**config.mk**
```make
export PLATFORM = sky130hd
export DESIGN_NAME = processing_element_pipe
export DESIGN_NICKNAME = d
export VERILOG_FILES = /design/src/rtl/processing_element_pipe.sv
export SDC_FILE = /design/constraint.sdc
export NUM_CORES = 1
export LEC_CHECK = 0
export ABC_AREA = 1
export BUFFER_PORTS_ARGS = -buffer_cell sky130_fd_sc_hd__buf_4
export CORE_MARGIN = 2
export CORE_UTILIZATION = 60
export DETAILED_ROUTE_END_ITERATION = 7
export GPL_TIMING_DRIVEN = 0
export MAX_ROUTING_LAYER = met4
export PLACE_DENSITY = 0.85
export REMOVE_ABC_BUFFERS = 1
export SYNTH_ARGS = -nofsm -noshare
export SYNTH_HDL_FRONTEND = slang
export SYNTH_SLANG_ARGS = --single-unit
export TNS_END_PERCENT = 10
```
**constraint.sdc**
```tcl
create_clock -name clk -period 22.6 [get_ports clk]
set_input_delay 6.78 -clock clk [delete_from_list [all_inputs] [get_ports clk]]
set_output_delay 6.78 -clock clk [all_outputs]
set_load 0.02 [all_outputs]
```
**src/rtl/processing_element_pipe.sv**
```systemverilog
// Systolic multiply-accumulate cell: forwards operands and beat qualifiers to neighbours,
// accumulates tile products (saturating or wrapping) and holds the tile result for a consumer.
module processing_element_pipe #(
  parameter int unsigned DATA_W = 8,
  parameter int unsigned ACC_W  = 32,
  parameter int unsigned SAT_EN = 1
) (
  input  logic              clk,
  input  logic              reset,
  input  logic              stall,
  input  logic              mode_signed,
  input  logic              in_valid,
  input  logic [DATA_W-1:0] in_a,
  input  logic [DATA_W-1:0] in_b,
  input  logic              in_clear,
  input  logic              in_last,
  output logic [DATA_W-1:0] out_a,
  output logic [DATA_W-1:0] out_b,
  output logic              out_valid,
  output logic              out_clear,
  output logic              out_last,
  output logic [ACC_W-1:0]  res_data,
  output logic              res_valid,
  input  logic              res_ready,
  output logic              res_ovf,
  output logic              res_overrun
);

  localparam int unsigned PROD_W = 2 * DATA_W;
  localparam int unsigned SUM_W  = ACC_W + 1;

  if (ACC_W < 2 * DATA_W) begin : g_param_check
    $error("processing_element_pipe: ACC_W must be at least 2*DATA_W");
  end

  logic [DATA_W-1:0] out_a_q, out_a_d, out_b_q, out_b_d;
  logic              out_valid_q, out_valid_d, out_clear_q, out_clear_d;
  logic              out_last_q, out_last_d;
  logic [ACC_W-1:0]  acc_q, acc_d, res_data_q, res_data_d;
  logic              tile_ovf_q, tile_ovf_d;
  logic              res_valid_q, res_valid_d, res_ovf_q, res_ovf_d;
  logic              res_overrun_q, res_overrun_d;

  logic                     fire;
  logic                     capture;
  logic signed [PROD_W-1:0] prod_s;
  logic [PROD_W-1:0]        prod_u;
  logic [SUM_W-1:0]         prod_ext;
  logic [SUM_W-1:0]         base;
  logic [SUM_W-1:0]         sum;
  logic                     ovf;
  logic [ACC_W-1:0]         sat_val;
  logic [ACC_W-1:0]         acc_new;
  logic                     tile_new;

  always_comb begin
    out_a_d       = out_a_q;
    out_b_d       = out_b_q;
    out_valid_d   = out_valid_q;
    out_clear_d   = out_clear_q;
    out_last_d    = out_last_q;
    acc_d         = acc_q;
    tile_ovf_d    = tile_ovf_q;
    res_data_d    = res_data_q;
    res_ovf_d     = res_ovf_q;
    res_valid_d   = res_valid_q;
    res_overrun_d = res_overrun_q;

    fire    = in_valid && !stall;
    capture = fire && in_last;

    // Operands are extended before the multiply so the full-width product is kept.
    prod_s = PROD_W'($signed(in_a)) * PROD_W'($signed(in_b));
    prod_u = PROD_W'(in_a) * PROD_W'(in_b);

    // One guard bit above ACC_W is enough to hold any acc + product without loss.
    if (mode_signed) begin
      prod_ext = SUM_W'(prod_s);
      base     = SUM_W'($signed(acc_q));
    end else begin
      prod_ext = SUM_W'(prod_u);
      base     = SUM_W'(acc_q);
    end
    if (in_clear) begin
      base = '0;
    end
    sum = base + prod_ext;

    if (mode_signed) begin
      ovf     = sum[ACC_W] ^ sum[ACC_W-1];
      sat_val = sum[ACC_W] ? {1'b1, {(ACC_W-1){1'b0}}} : {1'b0, {(ACC_W-1){1'b1}}};
    end else begin
      ovf     = sum[ACC_W];
      sat_val = '1;
    end
    acc_new  = (ovf && (SAT_EN != 0)) ? sat_val : sum[ACC_W-1:0];
    tile_new = in_clear ? ovf : (tile_ovf_q | ovf);

    if (!stall) begin
      out_a_d     = in_a;
      out_b_d     = in_b;
      out_valid_d = in_valid;
      out_clear_d = in_clear;
      out_last_d  = in_last;
    end

    if (fire) begin
      acc_d      = acc_new;
      tile_ovf_d = tile_new;
    end

    // Result slot: a capture always wins; overwriting an unconsumed result is sticky.
    if (res_valid_q && res_ready) begin
      res_valid_d = 1'b0;
    end
    if (capture) begin
      res_data_d  = acc_new;
      res_ovf_d   = tile_new;
      res_valid_d = 1'b1;
      if (res_valid_q && !res_ready) begin
        res_overrun_d = 1'b1;
      end
    end
  end

  always_ff @(posedge clk) begin
    if (reset) begin
      out_a_q       <= '0;
      out_b_q       <= '0;
      out_valid_q   <= 1'b0;
      out_clear_q   <= 1'b0;
      out_last_q    <= 1'b0;
      acc_q         <= '0;
      tile_ovf_q    <= 1'b0;
      res_data_q    <= '0;
      res_ovf_q     <= 1'b0;
      res_valid_q   <= 1'b0;
      res_overrun_q <= 1'b0;
    end else begin
      out_a_q       <= out_a_d;
      out_b_q       <= out_b_d;
      out_valid_q   <= out_valid_d;
      out_clear_q   <= out_clear_d;
      out_last_q    <= out_last_d;
      acc_q         <= acc_d;
      tile_ovf_q    <= tile_ovf_d;
      res_data_q    <= res_data_d;
      res_ovf_q     <= res_ovf_d;
      res_valid_q   <= res_valid_d;
      res_overrun_q <= res_overrun_d;
    end
  end

  assign out_a       = out_a_q;
  assign out_b       = out_b_q;
  assign out_valid   = out_valid_q;
  assign out_clear   = out_clear_q;
  assign out_last    = out_last_q;
  assign res_data    = res_data_q;
  assign res_valid   = res_valid_q;
  assign res_ovf     = res_ovf_q;
  assign res_overrun = res_overrun_q;

endmodule

```
==> results of run 1 <==
[synth_stat cells, types with 2 or more instances]
master     instances
inv_1            362
nand2_1          319
nand3_1          138
nor2_1           120
a21oi_1           94
ha_1              90
dfxtp_1           87
fa_1              86
o21ai_0           47
clkbuf_1          40
o21a_1            34
xor2_1            23
buf_2             14
xnor2_1           10
nand2_2            8
or2_2              8
nand3_2            7
nor3_1             7
buf_6              6
nand4_1            6
o211ai_1           6
o22ai_1            6
a21o_1             5
o21bai_1           4
a31oi_1            3
nor2_2             3
o21ai_1            3
clkinv_1           2
inv_2              2
o2111ai_1          2
[routing by layer]
layer	share of wire [%]	up-vias	routed length [um]	GRT usage, %
li1	-	4820	-	-
met1	44	4465	11100	37.3
met2	49	273	12200	50.2
met3	5.2	38	1300	3.33
met4	1.7	0	426	7.52
met5	0	-	0	-
[sequential cells by signal, indices dropped and copies added (netlist names)]
register / flops
res_data: 32
res_valid: 1
res_overrun: 1
out_valid: 1
out_clear: 1
acc_q: 32
out_b: 8
out_last: 1
res_ovf: 1
tile_ovf_q: 1
out_a: 8
[power by group through the flow]
| stage | logic [uW] | clock network (uW) | registers [uW] |
|---|---|---|---|
| global placement | 929 | 0 | 182 |
| CTS | 953 | 160 | 180 |
| floorplan | 712 | 0 | 192 |
| finish | 956 | 158 | 180 |
| detailed placement | 945 | 0 | 183 |
| global route | 1080 | 166 | 182 |
[worst max-delay path by stage]
| stage | endpoint | slack, ps | cells after the start | from |
|---|---|---|---|---|
| floorplan | res_data[0]$_SDFFE_PP0P_ | 9540 | 28 | in_b[2] |
| finish | acc_q[30]$_SDFFE_PP0P_ | 8440 | 35 | in_b[7] |
| global route | acc_q[18]$_SDFFE_PP0P_ | 7820 | 33 | in_a[7] |
| detailed placement | acc_q[30]$_SDFFE_PP0P_ | 7690 | 35 | in_b[7] |
| global placement | res_data[30]$_SDFFE_PP0P_ | 7730 | 32 | in_a[7] |
| CTS | acc_q[30]$_SDFFE_PP0P_ | 8070 | 35 | in_b[7] |
[tightest hold or removal path, cell delays in order (launching register included)]
cell and delay [ps]:
dfxtp_1 320, nand2_1 60, a21oi_1 60
[cell families (layout without fill, tap and decap cells)]
family | after synthesis | count (layout) | share of synthesized area, %
AND/OR/NAND/NOR | 622 | 622 | 25.5
buffers and inverters | 428 | 460 | 16.1
AO/OA/AOI/OAI | 208 | 208 | 11.5
adder cells (fa/ha/maj) | 176 | 176 | 27.4
flip-flops | 87 | 87 | 16.7
XOR/XNOR | 33 | 33 | 2.78
[final cells by class]
type,instances,area (um2),area share (%)
clock buffers,9,225,2.00
clock inverters,7,77.6,0.687
inverters,366,1370,12.2
multi-input cells,1039,6990,61.9
flip-flops and latches,87,1740,15.4
well taps,225,282,2.49
repair buffers,78,598,5.30
[per-stage QoR]
stage,worst slack (ps),hold slack (ps),std cells,area [um2]
2_1_floorplan,9540,467,1492,10100
3_3_place_gp,7730,444,1794,11000
3_5_place_dp,7690,467,1795,11000
4_1_cts,8070,478,1811,11300
5_1_grt,7820,484,1811,11300
6_report,8440,478,1811,11300
==> summary.md, run 1 <==
| Metric | Value |
|---|---|
| Status | `completed` |
| Final setup viols | `0` |
| Hold-critical path depth | `2` |
| Most common cell after layout, fill and taps aside | `inv_1` |
| Post-layout nets | `1781` |
| Clock slew at reported path FFs | `approximately 70 ps` |
| Hold_buf cts | `0` |
| Fmax | `approximately 71 MHz` |
| WHS Endpoint | `out_valid$_SDFFE_PP0N_` |
| Total gr overflow | `0` |
| Syn Inst Count | `roughly 1600` |
| Post-synthesis cell area | `between 10000 and 15000 um2` |
| Final WL | `approximately 25000 um` |
| Vias per inst | `5.30` |
| Cts bufs inserted | `9` |
| Static leakage | `between 0.006 and 0.007 uW` |
| Site Rows | `48` |
| Antenna diode count | `0` |
| Vias after detailed routing | `between 9000 and 10000` |
| Die height | `136 um` |
| Placer Congestion | `0.937` |
| Number of I/O pins | `between 70 and 80` |
| CP arrival | `around 14000 ps` |
| Worst IR drop on VDD | `approximately 0.000075 V` |
| # resized after CTS | `0` |
| Area delta synth->final | `8.52%` |
| Worst reg2reg endpoint | `acc_q[30]$_SDFFE_PP0P_` |
| Final period utilization | `a little over three fifths` |
| Cell variety after synth | `42` |
| Ys flop type | `dfxtp_1` |
| CP endpoint kind | `flip-flop` |
| Unrepaired setup endpoints after global routing | `false` |
| CTS Root Cell | `clkbuf_16` |
| # DRC | `0` |
| Sequential fraction of design power | `13.9%` |
| Avg Inst Size Synth | `between 6 and 7 um2` |
| Number of global-route vias before repair | `about 9200` |
| Min cycle time layout | `about 14000 ps` |
| Max_cap viols | `0` |
| Die area | `between 15000 and 20000 um2` |
| Crit-path max FO | `31` |
| Cell accounting for the most synthesized area | `dfxtp_1` |
| Total GRT Usage | `29.4%` |
| Clock Skew | `8.07 ps` |
| Total Power | `about 1300 uW` |
| Critical path's top delay family | `simple AND/OR/NAND/NOR gates` |
| Die Wd | `roughly 140 um` |
| Detailed Routing Iterations Pass 1 | `7` |
| Number of DRC markers in iteration 0 | `632` |
| Hpwl dp | `just under 20000 um` |
| R2r setup slk | `18930 ps` |
| Critical path's slowest cell | `nand3_1` |
| Leading cell types in the layout, fill and taps excluded | `inv_1, nand2_1, nand3_1, nor2_1, a21oi_1` |
| Antenna violations before repair | `0` |
| Clock share of power | `12.2%` |
| Internal power | `approximately 600 uW` |
| CTS max path bufs | `2` |
| Ys async rst share | `0%` |
| Yosys reg bits | `between 80 and 90` |
| Routed len/inst | `about 14 um` |
| WP data required | `22850 ps` |
| Buffer count from post-CTS setup fixing | `0` |
| TNS Setup | `0 ps` |
| Reg2Reg Depth | `18` |
| Worst-Skew Late Latency | `around 360 ps` |
| Switching Fraction | `54.6%` |
| Critical path buffers and inverters | `7` |
| Starting density of the core | `about three fifths` |
| Sw Pwr | `between 700 and 800 uW` |
| Final Hold Fails | `0` |
| Port bufs | `77` |
| Slew HR | `9.93%` |
| Register area share after synthesis | `16.7%` |
| Worst hold path type | `reg2reg` |
| Yosys warns | `0` |
| Layout cell share with drive strength beyond 1 | `about 8.1%` |
| Largest net degree at the start of global routing | `63` |
| Worst R2R Start | `acc_q[0]$_SDFFE_PP0P_` |
| Gate power share | `between 70% and 80%` |
| Crit-path most repeated cell | `nand2_1` |
| Antenna-violating nets left | `0` |
| Fin util | `65.9%` |
| Max Slew Vio Count | `0` |
| Worst-Margin Slew | `roughly 1300 ps` |
| Slowest stage delay, CP | `940 ps` |
| EDFF count, synth | `0` |
| Pwr/cell area | `~110 nW/um2` |
| Sink Count | `87` |
| Worst Setup Start Kind | `input port` |
| Core region area | `between 15000 and 20000 um2` |
| Area contributors post-synth | `dfxtp_1, fa_1, inv_1, nand2_1, ha_1` |
| WS Path Type | `in2reg` |
| Max H-tree Level | `3` |
| CTS tree | `yes` |
| Min-Delay Startpoint | `out_valid$_SDFFE_PP0N_` |
| Yosys top cell area share | `between 10% and 20%` |
| Filler cells | `around 1500` |
| First-pass GRT wire length | `between 40000 and 50000 um` |
Note: power is estimated with default switching activity, not from simulation.
==> run 2: changes to the inputs <==
- ABC_AREA: 1 -> 0
- CORE_UTILIZATION: 60 -> 56
- PLACE_DENSITY: 0.85 -> 0.83
- clock period: 22.6 -> 11.51 ns (I/O delays scaled with it)
==> summary.md, run 2 <==
| Metric | Value |
|---|---|
| Worst Setup Start Kind | `input port` |
| Cell accounting for the most synthesized area | `dfxtp_1` |
| Layer with the highest usage | `met2` |
| CP endpoint | `acc_q[6]$_SDFFE_PP0P_` |
| Worst hold path type | `reg2reg` |
| Worst R2R Start | `acc_q[0]$_SDFFE_PP0P_` |
| First-pass GRT wire length | `38200 um` |
| Cts bufs inserted | `9` |
| Cell variety after synth | `76` |
| Leading cell types in the layout, fill and taps excluded | `inv_1, nor2_1, ha_1, dfxtp_1` |
| Footprint of the multi-input gates | `about 7000 um2` |
| Slowest stage delay, CP | `640 ps` |
| Slew HR | `a little under a third` |
| Reg2Reg Depth | `12` |
| EDFF count, synth | `0` |
| Yosys warns | `0` |
| Yosys top cell area share | `a little under a fifth` |
| Status | `completed` |
| Worst-Margin Slew | `1030 ps` |
| Clock share of power | `about a tenth` |
| Min cycle time layout | `approximately 11000 ps` |
| Antenna-violating nets left | `0` |
| Crit-path max FO | `17` |
| Hold_buf cts | `0` |
| Antenna violations before repair | `0` |
| Final Hold Fails | `0` |
| Internal power | `1400 uW` |
| Site Rows | `47` |
| Area contributors post-synth | `dfxtp_1, fa_1, ha_1, inv_1, nor2_1` |
| CP endpoint kind | `flip-flop` |
| Syn Inst Count | `1126` |
| R2r setup slk | `roughly 7600 ps` |
| Placer Congestion | `between 0.9 and 1` |
| Buffer count from post-CTS setup fixing | `0` |
| Yosys reg bits | `87` |
| Unrepaired setup endpoints after global routing | `false` |
| Switching Fraction | `53.3%` |
| Total GRT Usage | `between 20% and 30%` |
| Met3 Use GR | `approximately 4.4%` |
| Final WS setup | `352 ps` |
| Max Slew Vio Count | `0` |
| Vias per inst | `~5.6` |
| Largest net degree at the start of global routing | `75` |
| Fmax | `~90 MHz` |
| Starting density of the core | `a little under three fifths` |
| Die area | `around 18000 um2` |
| Number of global-route vias before repair | `between 7000 and 8000` |
| Clock slew at reported path FFs | `about 70 ps` |
| Ys flop type | `dfxtp_1` |
| Static leakage | `just over 0.005 uW` |
| Sw Pwr | `about 1600 uW` |
| Critical path origin | `in_a[5]` |
| Port bufs | `77` |
| Post-route cell area | `around 11000 um2` |
| Detailed Routing Iterations Pass 1 | `5` |
| Layout cell share with drive strength beyond 1 | `roughly an eighth` |
| Ys async rst share | `0%` |
| Met1 Use GR | `34.4%` |
| Synth top cells by count | `inv_1, nor2_1, ha_1, dfxtp_1` |
| Core region area | `between 15000 and 20000 um2` |
| # resized after CTS | `0` |
| Post-Place Setup Slack | `-251 ps` |
| Die Wd | `between 100 and 150 um` |
| Area delta synth->final | `10.2%` |
| Global-route track usage on met2 | `between 40% and 50%` |
| Sequential fraction of design power | `about 13%` |
| Seq. cell area | `1740 um2` |
| WS Path Type | `in2reg` |
| Hpwl dp | `about 17000 um` |
| TNS Setup | `0 ps` |
| Routed len/inst | `approximately 16 um` |
| Final WL | `22700 um` |
| CTS tree | `yes` |
| Most common cell after layout, fill and taps aside | `inv_1` |
| Total gr overflow | `0` |
| CTS Root Cell | `clkbuf_16` |
| Number of I/O pins | `78` |
| Worst IR drop on VDD | `about 0.00020 V` |
| Fin util | `about 63%` |
| Pwr/cell area | `284 nW/um2` |
| Gate power share | `77.4%` |
| CP arrival | `between 10000 and 15000 ps` |
| Filler cells | `1415` |
| Final period utilization | `a little over nine tenths` |
| Number of DRC markers in iteration 0 | `between 400 and 500` |
| Post-layout nets | `between 1000 and 1500` |
| Antenna diode count | `0` |
| Area after DPL | `10200 um2` |
| Max_cap viols | `0` |
| Final setup viols | `0` |
| Worst reg2reg endpoint | `acc_q[6]$_SDFFE_PP0P_` |
| Sink Count | `slightly below 90` |
| Max H-tree Level | `3` |
| Die height | `between 100 and 150 um` |
| Vias after detailed routing | `about 7800` |
| Critical path's slowest cell | `and2_1` |
| Clock Skew | `7.54 ps` |
| CTS max path bufs | `2` |
| WP data required | `11800 ps` |
| Avg Inst Size Synth | `approximately 8.5 um2` |
| Worst-Skew Late Latency | `between 300 and 400 ps` |
| Register area share after synthesis | `a little under a fifth` |
| Post-synthesis cell area | `9560 um2` |
| Count leader, synth | `inv_1` |
| # DRC | `0` |
[run 2: kinds of logic (layout without fill, tap and decap cells)]
group,Yosys count,in the layout,share of synthesized area [%]
buf+inv,218,262,9.11
xor+xnor,56,56,5.37
compound gates,223,224,17.6
mux,25,25,2.70
fa+ha+maj,176,176,29.8
flops,87,87,18.2
simple gates,341,341,17.2
[run 2: power by group through the flow]
| stage | logic (uW) | clock network (uW) | registers (uW) |
|---|---|---|---|
| final | 2310 | 293 | 385 |
| after global routing | 2580 | 304 | 391 |
| after CTS | 2270 | 297 | 385 |
| after detailed placement | 2250 | 0 | 391 |
| after global placement | 2200 | 0 | 388 |
| after floorplan | 1730 | 0 | 406 |
[run 2: worst min path at each step]
stage	start	endpoint	slack (ps)	depth (start not counted)
floorplan	acc_q[31]$_SDFFE_PP0P_	acc_q[31]$_SDFFE_PP0P_	450	2
global placement	res_overrun$_SDFFE_PP0P_	res_overrun$_SDFFE_PP0P_	450	2
detailed placement	res_overrun$_SDFFE_PP0P_	res_overrun$_SDFFE_PP0P_	470	2
CTS	res_overrun$_SDFFE_PP0P_	res_overrun$_SDFFE_PP0P_	490	2
global route	acc_q[4]$_SDFFE_PP0P_	acc_q[4]$_SDFFE_PP0P_	510	2
finish	res_overrun$_SDFFE_PP0P_	res_overrun$_SDFFE_PP0P_	480	2
[run 2: stage by stage]
| stage | total power [uW] | hold WS (ps) | instances |
|---|---|---|---|
| 5_1_grt | 3280 | 508 | 1391 |
| 3_5_place_dp | 2640 | 471 | 1374 |
| 6_report | 2990 | 484 | 1391 |
| 4_1_cts | 2960 | 485 | 1390 |
| 2_1_floorplan | 2130 | 452 | 1075 |
| 3_3_place_gp | 2590 | 453 | 1372 |
[run 2: cell type report]
| type | instances | area share, % |
|---|---|---|
| Clock buffer | 11 | 2.31 |
| Inverter | 167 | 5.95 |
| Multi-Input combinational cell | 822 | 66.3 |
| Clock inverter | 5 | 0.380 |
| Sequential cell | 87 | 16.5 |
| Timing Repair Buffer | 79 | 5.94 |
| Tap cell | 220 | 2.61 |
[run 2: critical path: cells and delay by family]
family,cells,cell delay [ps]
compound gates,12,3180
fa+ha+maj,6,2790
simple gates,3,1450
buf+inv,5,390
xor+xnor,1,140
[run 2: per-layer routing]
metal / part of all wire (%) / up-vias
met5: 0 / -
met4: 2.5 / 0
met3: 6.0 / 49
met2: 48 / 217
met1: 43 / 3767
li1: - / 3800
==> run 3: changes to the inputs <==
- MAX_ROUTING_LAYER: met4 -> unset
==> summary.md, run 3 (synthesis gave the netlist of run 2 again) <==
| Metric | Value |
|---|---|
| Final setup viols | `0` |
| CTS max path bufs | `2` |
| Number of global-route vias before repair | `7667` |
| Pwr/cell area | `approximately 280 nW/um2` |
| Worst hold path type | `reg2reg` |
| CTS Root Cell | `clkbuf_16` |
| Max H-tree Level | `3` |
| Sequential fraction of design power | `12.8%` |
| Final period utilization | `between 90% and 100%` |
| First-pass GRT wire length | `approximately 37000 um` |
| Clock Skew | `5.89 ps` |
| Post-Place Setup Slack | `-218 ps` |
| Critical path's slowest cell | `a2111oi_0` |
| Placer Congestion | `a little over 0.9` |
| Worst IR drop on VDD | `~0.00024 V` |
| Buffer count from post-CTS setup fixing | `0` |
| Core region area | `~17000 um2` |
| Layout cell share with drive strength beyond 1 | `~13%` |
| Post-layout nets | `roughly 1400` |
| Fmax | `a little over 90 MHz` |
| WP data required | `about 12000 ps` |
| Switching Fraction | `~53%` |
| Vias per inst | `5.63` |
| Critical path buffers and inverters | `6` |
| Static leakage | `0.00505 uW` |
| Routed len/inst | `around 16 um` |
| Total Power | `about 3000 uW` |
| Port bufs | `77` |
| Status | `completed` |
| Worst Setup Start Kind | `input port` |
| CP endpoint kind | `flip-flop` |
| Die Wd | `roughly 130 um` |
| Final WS setup | `523 ps` |
| Die area | `about 18000 um2` |
| Clock share of power | `approximately 9.7%` |
| Antenna-violating nets left | `0` |
| # DRC | `0` |
| Detailed Routing Iterations Pass 1 | `5` |
| Crit-path max FO | `12` |
| Slowest stage delay, CP | `between 600 and 700 ps` |
| Unrepaired setup endpoints after global routing | `false` |
| Worst-Margin Slew | `1040 ps` |
| Max_cap viols | `0` |
| Starting density of the core | `about 57%` |
| Max Slew Vio Count | `0` |
| Total gr overflow | `0` |
| CTS tree | `yes` |
| Area delta synth->final | `10.2%` |
| Number of I/O pins | `slightly below 80` |
| Sink Count | `87` |
| WS Path Type | `in2reg` |
| Crit-path most repeated cell | `inv_1` |
| Min cycle time layout | `about 11000 ps` |
| Clock slew at reported path FFs | `60 ps` |
| Total GRT Usage | `between 20% and 30%` |
| Die height | `about 130 um` |
| Final WL | `around 23000 um` |
| Antenna diode count | `0` |
| Internal power | `1400 uW` |
| Critical path's top delay family | `compound AO/OA/AOI/OAI gates` |
| Antenna violations before repair | `0` |
| Vias after detailed routing | `7825` |
| Cts bufs inserted | `9` |
| Final Hold Fails | `0` |
| Filler cells | `approximately 1400` |
| Leading cell types in the layout, fill and taps excluded | `inv_1, nor2_1, ha_1, dfxtp_1` |
| Number of DRC markers in iteration 0 | `415` |
| Site Rows | `47` |
| CP arrival | `11270 ps` |
| Worst-Skew Late Latency | `360 ps` |
| Largest net degree at the start of global routing | `between 70 and 80` |
| Slew HR | `a little under a third` |
| Hpwl dp | `about 17000 um` |
| Gate power share | `~78%` |
| Sw Pwr | `between 1500 and 2000 uW` |
| Most common cell after layout, fill and taps aside | `inv_1` |
[run 3: repair_timing]
| item | 4_1_cts | 5_1_grt |
|---|---|---|
| setup endpoints to repair | 0 | 10 |
| resized for setup | 0 | 2 |
| hold buffers | 0 | 0 |
[run 3: cell type report]
cell class	instances	area [um2]	area share, %
clock buffer	11	243	2.31
sequential	87	1740	16.5
clock inverter	5	38.8	0.368
multi-input combinational	822	6980	66.3
tap	220	275	2.61
inverter	167	627	5.95
timing repair buffer	79	626	5.94
[run 3: worst reg2reg max path, cell delays in order (launching register included)]
cell and delay (ps):
dfxtp_1 310, nor2b_1 120, ha_1 240, fa_1 410, a21oi_1 260, o211a_1 220, nor3b_1 90, o21ai_1 240
a41o_1 400, a21oi_1 210, o21ai_4 510, nor2b_2 630, o2bb2ai_1 180
[run 3: power groups by stage]
| stage | logic (uW) | clock network, uW | registers [uW] |
|---|---|---|---|
| finish | 2320 | 291 | 385 |
| global placement | 2190 | 0 | 388 |
| global route | 2560 | 307 | 391 |
| detailed placement | 2240 | 0 | 390 |
| CTS | 2270 | 296 | 384 |
| floorplan | 1730 | 0 | 406 |
[run 3: through the flow]
| step | hold WS, ps | cell area, um2 | cells | setup TNS (ps) | util [%] |
|---|---|---|---|---|---|
| CTS | 489 | 10500 | 1390 | 0 | 63.2 |
| detailed placement | 473 | 10200 | 1374 | -2020 | 61.5 |
| global route | 514 | 10500 | 1391 | 0 | 63.3 |
| global placement | 454 | 10200 | 1372 | -40420 | 61.1 |
| floorplan | 452 | 9310 | 1075 | 0 | - |
| finish | 487 | 10500 | 1391 | 0 | 63.3 |
[run 3: layer usage]
| metal | wire length [um] | vias up | track usage, % |
|---|---|---|---|
| met1 | 9900 | 3745 | 33.0 |
| met5 | 0 | - | 0 |
| li1 | - | 3797 | - |
| met4 | 631 | 0 | 9.01 |
| met2 | 10900 | 238 | 43.3 |
| met3 | 1430 | 45 | 4.80 |
[run 3: worst paths after layout]
| check | slack (ps) | from | end | cells after the start |
|---|---|---|---|---|
| worst max-delay path | 520 | in_a[5] | acc_q[7]$_SDFFE_PP0P_ | 29 |
| worst min-delay path | 490 | res_overrun$_SDFFE_PP0P_ | res_overrun$_SDFFE_PP0P_ | 2 |
| worst max register to register | 7610 | acc_q[0]$_SDFFE_PP0P_ | acc_q[7]$_SDFFE_PP0P_ | 12 |
| worst min register to register | 490 | res_overrun$_SDFFE_PP0P_ | res_overrun$_SDFFE_PP0P_ | 2 |
